$ cat src/rtl/gf2m_mul_arbiter.sv
// gf2m_mul_arbiter: round-robin arbiter that shares one GF(2^m) multiplier
// among NREQ requesters. The winner's operands are latched, the multiplier is
// started, and its product is handed back with a one-cycle ack. A watchdog
// aborts the operation with err=1 and res=0 if the multiplier never answers.
module gf2m_mul_arbiter #(
    parameter int NREQ    = 4,
    parameter int m       = 79,
    parameter int TIMEOUT = 64,
    parameter int IDW     = $clog2(NREQ)
) (
    input  logic                 clk,
    input  logic                 rst_b,
    input  logic [NREQ-1:0]      req,
    input  logic [NREQ*m-1:0]    req_op_a,
    input  logic [NREQ*m-1:0]    req_op_b,
    output logic [NREQ-1:0]      ack,
    output logic [m-1:0]         res,
    output logic [IDW-1:0]       res_id,
    output logic                 err,
    output logic                 busy,
    output logic                 mul_start,
    output logic [m-1:0]         mul_op_a,
    output logic [m-1:0]         mul_op_b,
    input  logic                 mul_done,
    input  logic [m-1:0]         mul_op_c
);

    localparam int WDW = $clog2(TIMEOUT + 1);

    localparam logic [1:0] IDLE  = 2'd0;
    localparam logic [1:0] ISSUE = 2'd1;
    localparam logic [1:0] WAIT  = 2'd2;
    localparam logic [1:0] RESP  = 2'd3;

    logic [1:0]     state;
    logic [IDW-1:0] rr_ptr;
    logic [IDW-1:0] cur_id;
    logic [m-1:0]   result;
    logic           err_r;
    logic [WDW-1:0] wdog;

    logic           pick_vld;
    logic [IDW-1:0] pick_id;
    logic [IDW:0]   cand_sum;
    logic [m-1:0]   sel_a;
    logic [m-1:0]   sel_b;
    logic [IDW:0]   id_inc;
    logic [IDW-1:0] rr_next;

    // Find the first active request scanning upward from the rr pointer, with wrap.
    always_comb begin
        pick_vld = 1'b0;
        pick_id  = '0;
        cand_sum = '0;
        for (int k = 0; k < NREQ; k++) begin
            cand_sum = {1'b0, rr_ptr} + (IDW+1)'(k);
            if (cand_sum >= (IDW+1)'(NREQ))
                cand_sum = cand_sum - (IDW+1)'(NREQ);
            if (!pick_vld && req[cand_sum[IDW-1:0]]) begin
                pick_vld = 1'b1;
                pick_id  = cand_sum[IDW-1:0];
            end
        end
    end

    // Route the winner's operand slices to the capture registers.
    always_comb begin
        sel_a = '0;
        sel_b = '0;
        for (int k = 0; k < NREQ; k++) begin
            if (pick_id == IDW'(k)) begin
                sel_a = req_op_a[k*m +: m];
                sel_b = req_op_b[k*m +: m];
            end
        end
    end

    // Pointer moves to the slot just after the requester being served.
    assign id_inc  = {1'b0, cur_id} + (IDW+1)'(1);
    assign rr_next = (id_inc >= (IDW+1)'(NREQ)) ? '0 : id_inc[IDW-1:0];

    // Arbitration FSM, operand capture, watchdog and result capture.
    always_ff @(posedge clk or negedge rst_b) begin
        if (!rst_b) begin
            state    <= IDLE;
            rr_ptr   <= '0;
            cur_id   <= '0;
            mul_op_a <= '0;
            mul_op_b <= '0;
            result   <= '0;
            err_r    <= 1'b0;
            wdog     <= '0;
        end else begin
            case (state)
                IDLE: begin
                    if (pick_vld) begin
                        cur_id   <= pick_id;
                        mul_op_a <= sel_a;
                        mul_op_b <= sel_b;
                        state    <= ISSUE;
                    end
                end
                ISSUE: begin
                    wdog  <= '0;
                    state <= WAIT;
                end
                WAIT: begin
                    wdog <= wdog + WDW'(1);
                    // A done arriving on the last watchdog cycle still counts as success.
                    if (mul_done) begin
                        result <= mul_op_c;
                        err_r  <= 1'b0;
                        state  <= RESP;
                    end else if (wdog == WDW'(TIMEOUT - 1)) begin
                        result <= '0;
                        err_r  <= 1'b1;
                        state  <= RESP;
                    end
                end
                RESP: begin
                    rr_ptr <= rr_next;
                    state  <= IDLE;
                end
                default: state <= IDLE;
            endcase
        end
    end

    // One-hot ack for the served requester, only during the response cycle.
    always_comb begin
        ack = '0;
        for (int k = 0; k < NREQ; k++)
            ack[k] = (state == RESP) && (cur_id == IDW'(k));
    end

    assign busy      = (state != IDLE);
    assign mul_start = (state == ISSUE);
    assign res       = (state == RESP) ? result : '0;
    assign res_id    = (state == RESP) ? cur_id : '0;
    assign err       = (state == RESP) && err_r;

endmodule

$ cat config.mk
export PLATFORM = sky130hd
export DESIGN_NAME = gf2m_mul_arbiter
export DESIGN_NICKNAME = d
export VERILOG_FILES = /design/src/rtl/gf2m_mul_arbiter.sv
export SDC_FILE = /design/constraint.sdc
export NUM_CORES = 1
export LEC_CHECK = 0
export ABC_AREA = 0
export CAP_MARGIN = 20
export CORE_AREA = 2 2 379 381
export CTS_CLUSTER_SIZE = 25
export DETAILED_ROUTE_END_ITERATION = 8
export DIE_AREA = 0 0 381 383
export PLACE_DENSITY_LB_ADDON = 0.25
export REMOVE_ABC_BUFFERS = 1
export SYNTH_ARGS = -nofsm -noshare
export SYNTH_HDL_FRONTEND = slang
export SYNTH_SLANG_ARGS = --single-unit
$ cat constraint.sdc
create_clock -name clk -period 2.6 [get_ports clk]
set_input_delay 0.26 -clock clk [delete_from_list [all_inputs] [get_ports clk]]
set_output_delay 0.26 -clock clk [all_outputs]
set_load 0.01 [all_outputs]
==> run metrics, run 1 <==
Synthesis Warnings 0; GPL Wtd Cong 0.839; Mean Syn Cell Area 10.5 um^2; Yosys top cell area share 41.7%; Max FO, Critical Path 28; Sink Count 251; Global Route Usage Sum 14.1%; Routed WL 108000 um; die area 146000 um^2; GR Overflow Total 0; Top Ports 964; MaxCap Viol Count 0; Yosys reg bits 251; synth top area cells dfrtp_1 (42%), mux2i_1 (11%), and2_1 (10%), a221oi_1 (9.2%), a211oi_2 (9.0%); Worst Path Required 2340 ps; design area 29200 um^2; Critical Path AT 2250 ps; CTS Buf Count 43; Final period util 96.5%; CTS tree yes; CP Capture Type output pin; startpoint types register; CTS H-tree depth 2; outcome finished clean; DP Cell Count 4253; Worst-path clk slew 60 ps; top cells by count, synth dfrtp_1 (251), and2_1 (245), nor2_1 (163); Net count, final 3130; core footprint 142000 um^2; final setup violating endpoints 0; PortBufs 963; Synth Flop Type dfrtp_1; R2R depth 9; achievable frequency 399 MHz; synth unique cells 42; Cells after Synth 1433; DR vias 16165; leakage 11.6 nW; Clock Latency Late Sink 620 ps; Max VDD drop 0.589 mV; global-route wire length before repair 144000 um; post-synthesis mux area share 10.7%; post-synth top area cell dfrtp_1; sequential element share of the synthesized area 41.7%; Die Y 383 um; clock skew 39.4 ps; DR WL/cell 24.8 um; share of layout cells above drive strength 1 12.8%; Max clock buf depth 3; area grow syn2layout 93.9%; initial antenna violation count 31; worst slew pin tran 704 ps; Worst slew margin 53.1%; Filler cells 15713; pin count of the biggest net entering global routing 93; Post-Synth Simple-Gate Area 15.1%; Async SR Flop Fraction 100%; minimum clock period 2510 ps; initial drt markers 899; fin. max-slew vios 0; final hold vios 0; DRT Pass-1 Iters 5; Remaining DRCs 0; Crit Path Class register to output pin; HP Class primary input to asynchronous set/reset pin; post-synthesis compound-gate area fraction 26.3%; adder-cell share of the synthesized area 0.914%; DP HPWL 84600 um; Post-Layout Cell Count 4341; DR vias/cell 3.72; vias in the first global route 16920; Cell Pwr Density 1030 nW/um^2; initial core utilization 10.6%; number of synthesized flops with an enable pin 0; Die X 381 um; Placed Instance Area 27600 um^2; Root Buffer clkbuf_16; dominant cell by count in the synthesized netlist dfrtp_1; RSZ-0062 raised after global routing yes; ANT nets after route 0; combinational family with the most area after synthesis compound AO/OA/AOI/OAI gates; Core Rows 139; synthesized area 15100 um^2; post-synthesis xor/xnor area fraction 0.0582%
## sequential cells by signal (all words and copies together), names as in the netlist
signal	count
mul_op_b	79
result	79
err_r	1
mul_op_a	79
cur_id	2
wdog	7
rr_ptr	2
state	2
## metal layers
layer	vias up	global-route usage [%]	share of wire [%]	wire, um
met5	-	0	0.14	154
met4	26	4.82	3.3	3560
met3	133	5.17	8.5	9160
met2	667	23.2	47	51200
met1	8018	16.8	41	43700
li1	7321	-	-	-
## layout make-up
type / count / area (um^2) / share of cell area (%)
inverter: 11 / 41.3 / 0.141
antenna: 8 / 20.0 / 0.0685
sequential: 251 / 6280 / 21.5
multi-input combinational: 1021 / 8060 / 27.6
clock buffer: 58 / 1210 / 4.15
timing repair buffer: 1073 / 11000 / 37.5
tap: 1903 / 2380 / 8.15
clock inverter: 16 / 246 / 0.844
## per-stage QoR
stage / hold slack (ps) / setup TNS, ps / util, % / worst slack, ps / total power [mW]
after floorplan: -35.6 / -882300 / - / -5500 / 13.9
after global placement: 205 / -25.2 / 19.4 / -25.2 / 24.1
after detailed placement: 206 / -13.7 / 19.4 / -13.7 / 24.0
after CTS: 106 / -9.67 / 20.5 / -6.42 / 30.6
after global routing: 158 / -34.5 / 20.5 / -10.7 / 31.8
final: 156 / 0 / 20.5 / 92.0 / 29.9
## cells by family after synthesis
family,count (synthesis)
AO/OA/AOI/OAI,419
adder cells (fa/ha/maj),11
flip-flops,251
XOR/XNOR,1
AND/OR/NAND/NOR,429
multiplexers,161
buffers and inverters,161
## what timing repair did
action | in CTS | in global routing
pin swaps | 1 | 0
hold buffers | 1 | 0
gates resized for setup | 35 | 20
gates cloned | 0 | 0
endpoints found under the hold margin | 97 | 0
setup buffers | 4 | 1
setup endpoints to repair | 77 | 27
## report_power, final
| part | total, mW | switching [mW] | internal (mW) | leakage, nW |
|---|---|---|---|---|
| Sequential | 7.21 | 1.38 | 5.84 | 2.91 |
| Combinational | 16.6 | 8.64 | 7.94 | 7.99 |
| Clock | 6.15 | 2.47 | 3.69 | 0.707 |
| Total | 29.9 | 12.5 | 17.5 | 11.6 |
## worst max-delay path, stage by stage, from the launching register on
cell             delay (ps)
dfrtp_1                 400
ha_4                    210
buf_12                  180
and2_2                  250
clkdlybuf4s50_1         580
## placed cells by master, fill, tap and decap left out, drive strengths merged, types with 13 or more instances in the layout
cell,count
a211oi,158
a221oi,158
a22o,80
and2,245
buf,110
clkbuf,58
clkdlybuf4s50,927
dfrtp,251
dlygate4sd2,17
dlymetal6s2s,18
inv,13
mux2i,159
nor2,163
## path summary, 6_finish.rpt
| path | slack, ps | from | to |
|---|---|---|---|
| worst max-delay path | 90 | state[1] | res[25] |
| worst min-delay path | 160 | rst_b | result[42] |
| worst max register to register | 160 | state[0] | mul_op_a[41] |
| worst min register to register | 490 | result[14] | result[14] |
| max in group asynchronous | 1500 | rst_b | mul_op_a[2] |
| min in group clk | 240 | mul_op_c[77] | result[77] |
(Power assumes the default switching activity.)
==> run 2, diff against run 1 <==
CAP_MARGIN = 25   (was 20)
GPL_TIMING_DRIVEN = 0   (was unset)
==> run metrics, run 2 (synthesis results as in run 1) <==
outcome finished clean; final setup violating endpoints 0 (unchanged); Util after Layout 20.6% (+0.023 points); GPL Wtd Cong 0.818 (-2.5%); Worst slew margin 50.5% (-2.6 points); minimum clock period 2530 ps (+20.6 ps); Hold Slack 171 ps (+14.7 ps); Final period util 97.3% (+0.79 points); dpl ws -2030 ps (-2010 ps); Post-Layout Cell Count 4290 (-1.2%); CP Capture Type register; Net count, final 3082 (-1.5%); ANT nets after route 0 (unchanged); DR WL/cell 25.6 um (+3.1%); final hold vios 0 (unchanged); GR Overflow Total 0 (unchanged); R2R depth 7 (-2); Remaining DRCs 0 (unchanged); DRT Pass-1 Iters 5 (unchanged); biggest regs mul_op_a x79, mul_op_b x79, result x79; commonest cells after routing, fill and taps aside clkdlybuf4s50_1 (938), dfrtp_1 (250), and2_1 (230), nor2_1 (163), mux2i_1 (149); RSZ-0062 raised after global routing yes; Root Buffer clkbuf_16; most common cell after layout, fill and taps aside clkdlybuf4s50_1; startpoint types register; Sink Count 251 (unchanged); DR vias 16128 (-0.23%); Crit Path Class register to register; leakage 11.3 nW (-2.7%); share of layout cells above drive strength 1 12.2% (-0.62 points); Max FO, Critical Path 51 (+82%); Die X 381 um (unchanged); MaxCap Viol Count 0 (unchanged); Filler cells 15713 (unchanged); Critical Path, Cell by Cell nand2b_1, o211ai_1, a21bo_4, buf_16, buf_16, a221oi_1, a211oi_2; Worst Path Required 3050 ps (+710 ps); pin count of the biggest net entering global routing 76 (-18%); worst slew pin tran 740 ps (+36.0 ps); Critical Path AT 2980 ps (+730 ps); CTS H-tree depth 2 (unchanged); Clock Latency Late Sink 590 ps (-30 ps); DR vias/cell 3.76 (+0.96%); CTS Buf Count 40 (-7.0%); initial drt markers 725 (-19%); fin. max-slew vios 0 (unchanged); Worst-path clk slew 60 ps (about the same); Top Ports 964 (unchanged); Max VDD drop 0.517 mV (-12%); Worst path top cell family by delay compound AO/OA/AOI/OAI gates; flop2flop setup slack 70 ps (-90 ps); setup TNS 0 ps (unchanged); reg2reg end mul_op_a[41]; register area 6280 um^2 (about the same); most used cell, CP buf_16; vias in the first global route 16873 (-0.28%); min setup slack post-route 71.4 ps (-20.6 ps); HP Class primary input to asynchronous set/reset pin; die area 146000 um^2 (unchanged); achievable frequency 395 MHz (-0.82%); DP Cell Count 4183 (-1.6%); r2r startpoint rr_ptr[0]; WP buf/inv 2 (unchanged); Cell Pwr Density 1030 nW/um^2 (+0.59%); initial core utilization 10.6% (unchanged); Global Route Usage Sum 14.4% (+0.34 points); slowest cell delay on critical path 620 ps (+40 ps); Placed Instance Area 27200 um^2 (-1.4%); design area 29200 um^2 (+0.11%); area grow syn2layout 94.1%; DP HPWL 81500 um (-3.7%); area of the multi-input gates 8370 um^2 (+3.8%); Routed WL 110000 um (+1.9%); Die Y 383 um (unchanged); clock skew 24.8 ps (-14.6 ps); core footprint 142000 um^2 (unchanged); Max clock buf depth 3 (unchanged); CTS tree yes; Slowest-stage cell, CP a221oi_1; global-route wire length before repair 148000 um (+2.4%); total power 30.2 mW (+0.70%); Core Rows 139 (unchanged); initial antenna violation count 30 (-3.2%); PortBufs 963 (unchanged)
run 2: worst max path at each step:
stage,start,end,cells past startpoint
5_1_grt,rr_ptr[0],mul_op_a[78],8
2_1_floorplan,req[1],mul_op_a[11],5
4_1_cts,state[1],res[76],4
3_3_place_gp,req[1],mul_op_b[75],6
3_5_place_dp,req[1],mul_op_b[75],8
6_report,rr_ptr[0],mul_op_a[41],7
run 2: where the power goes:
part	leakage, nW	switching (mW)	internal (mW)
clock	0.653	2.36	3.42
sequential	2.90	1.17	5.84
combinational	7.73	9.23	8.13
run 2: area by class of cell:
cell class / instances / share of cell area, %
Tap cell: 1903 / 8.14
Clock buffer: 56 / 3.83
Multi-Input combinational cell: 1025 / 28.6
Timing Repair Buffer: 1024 / 37.0
Antenna cell: 5 / 0.0428
Sequential cell: 251 / 21.5
Clock inverter: 15 / 0.723
Inverter: 11 / 0.141
run 2: what timing repair did:
action | CTS | global route
buffers inserted | 16 | 6
gates cloned | 8 | 0
endpoints found under the hold margin | 45 | 0
hold buffers | 1 | 0
setup endpoints to repair | 223 | 70
pin swaps | 10 | 4
gates resized for setup | 64 | 24
run 2: worst register-to-register path: cells and delay by family (launching register included):
kind	cells	cell delay, ps
AO/OA/AOI/OAI	4	1210
buffers and inverters	2	590
flip-flops	1	430
AND/OR/NAND/NOR	1	160
run 2: layer usage:
layer / GRT usage (%) / vias up / share of wire [%]
li1: - / 7248 / -
met1: 17.7 / 8129 / 42
met2: 24.5 / 614 / 48
met3: 4.89 / 111 / 8.1
met4: 2.67 / 26 / 1.9
met5: 0 / - / 0.15
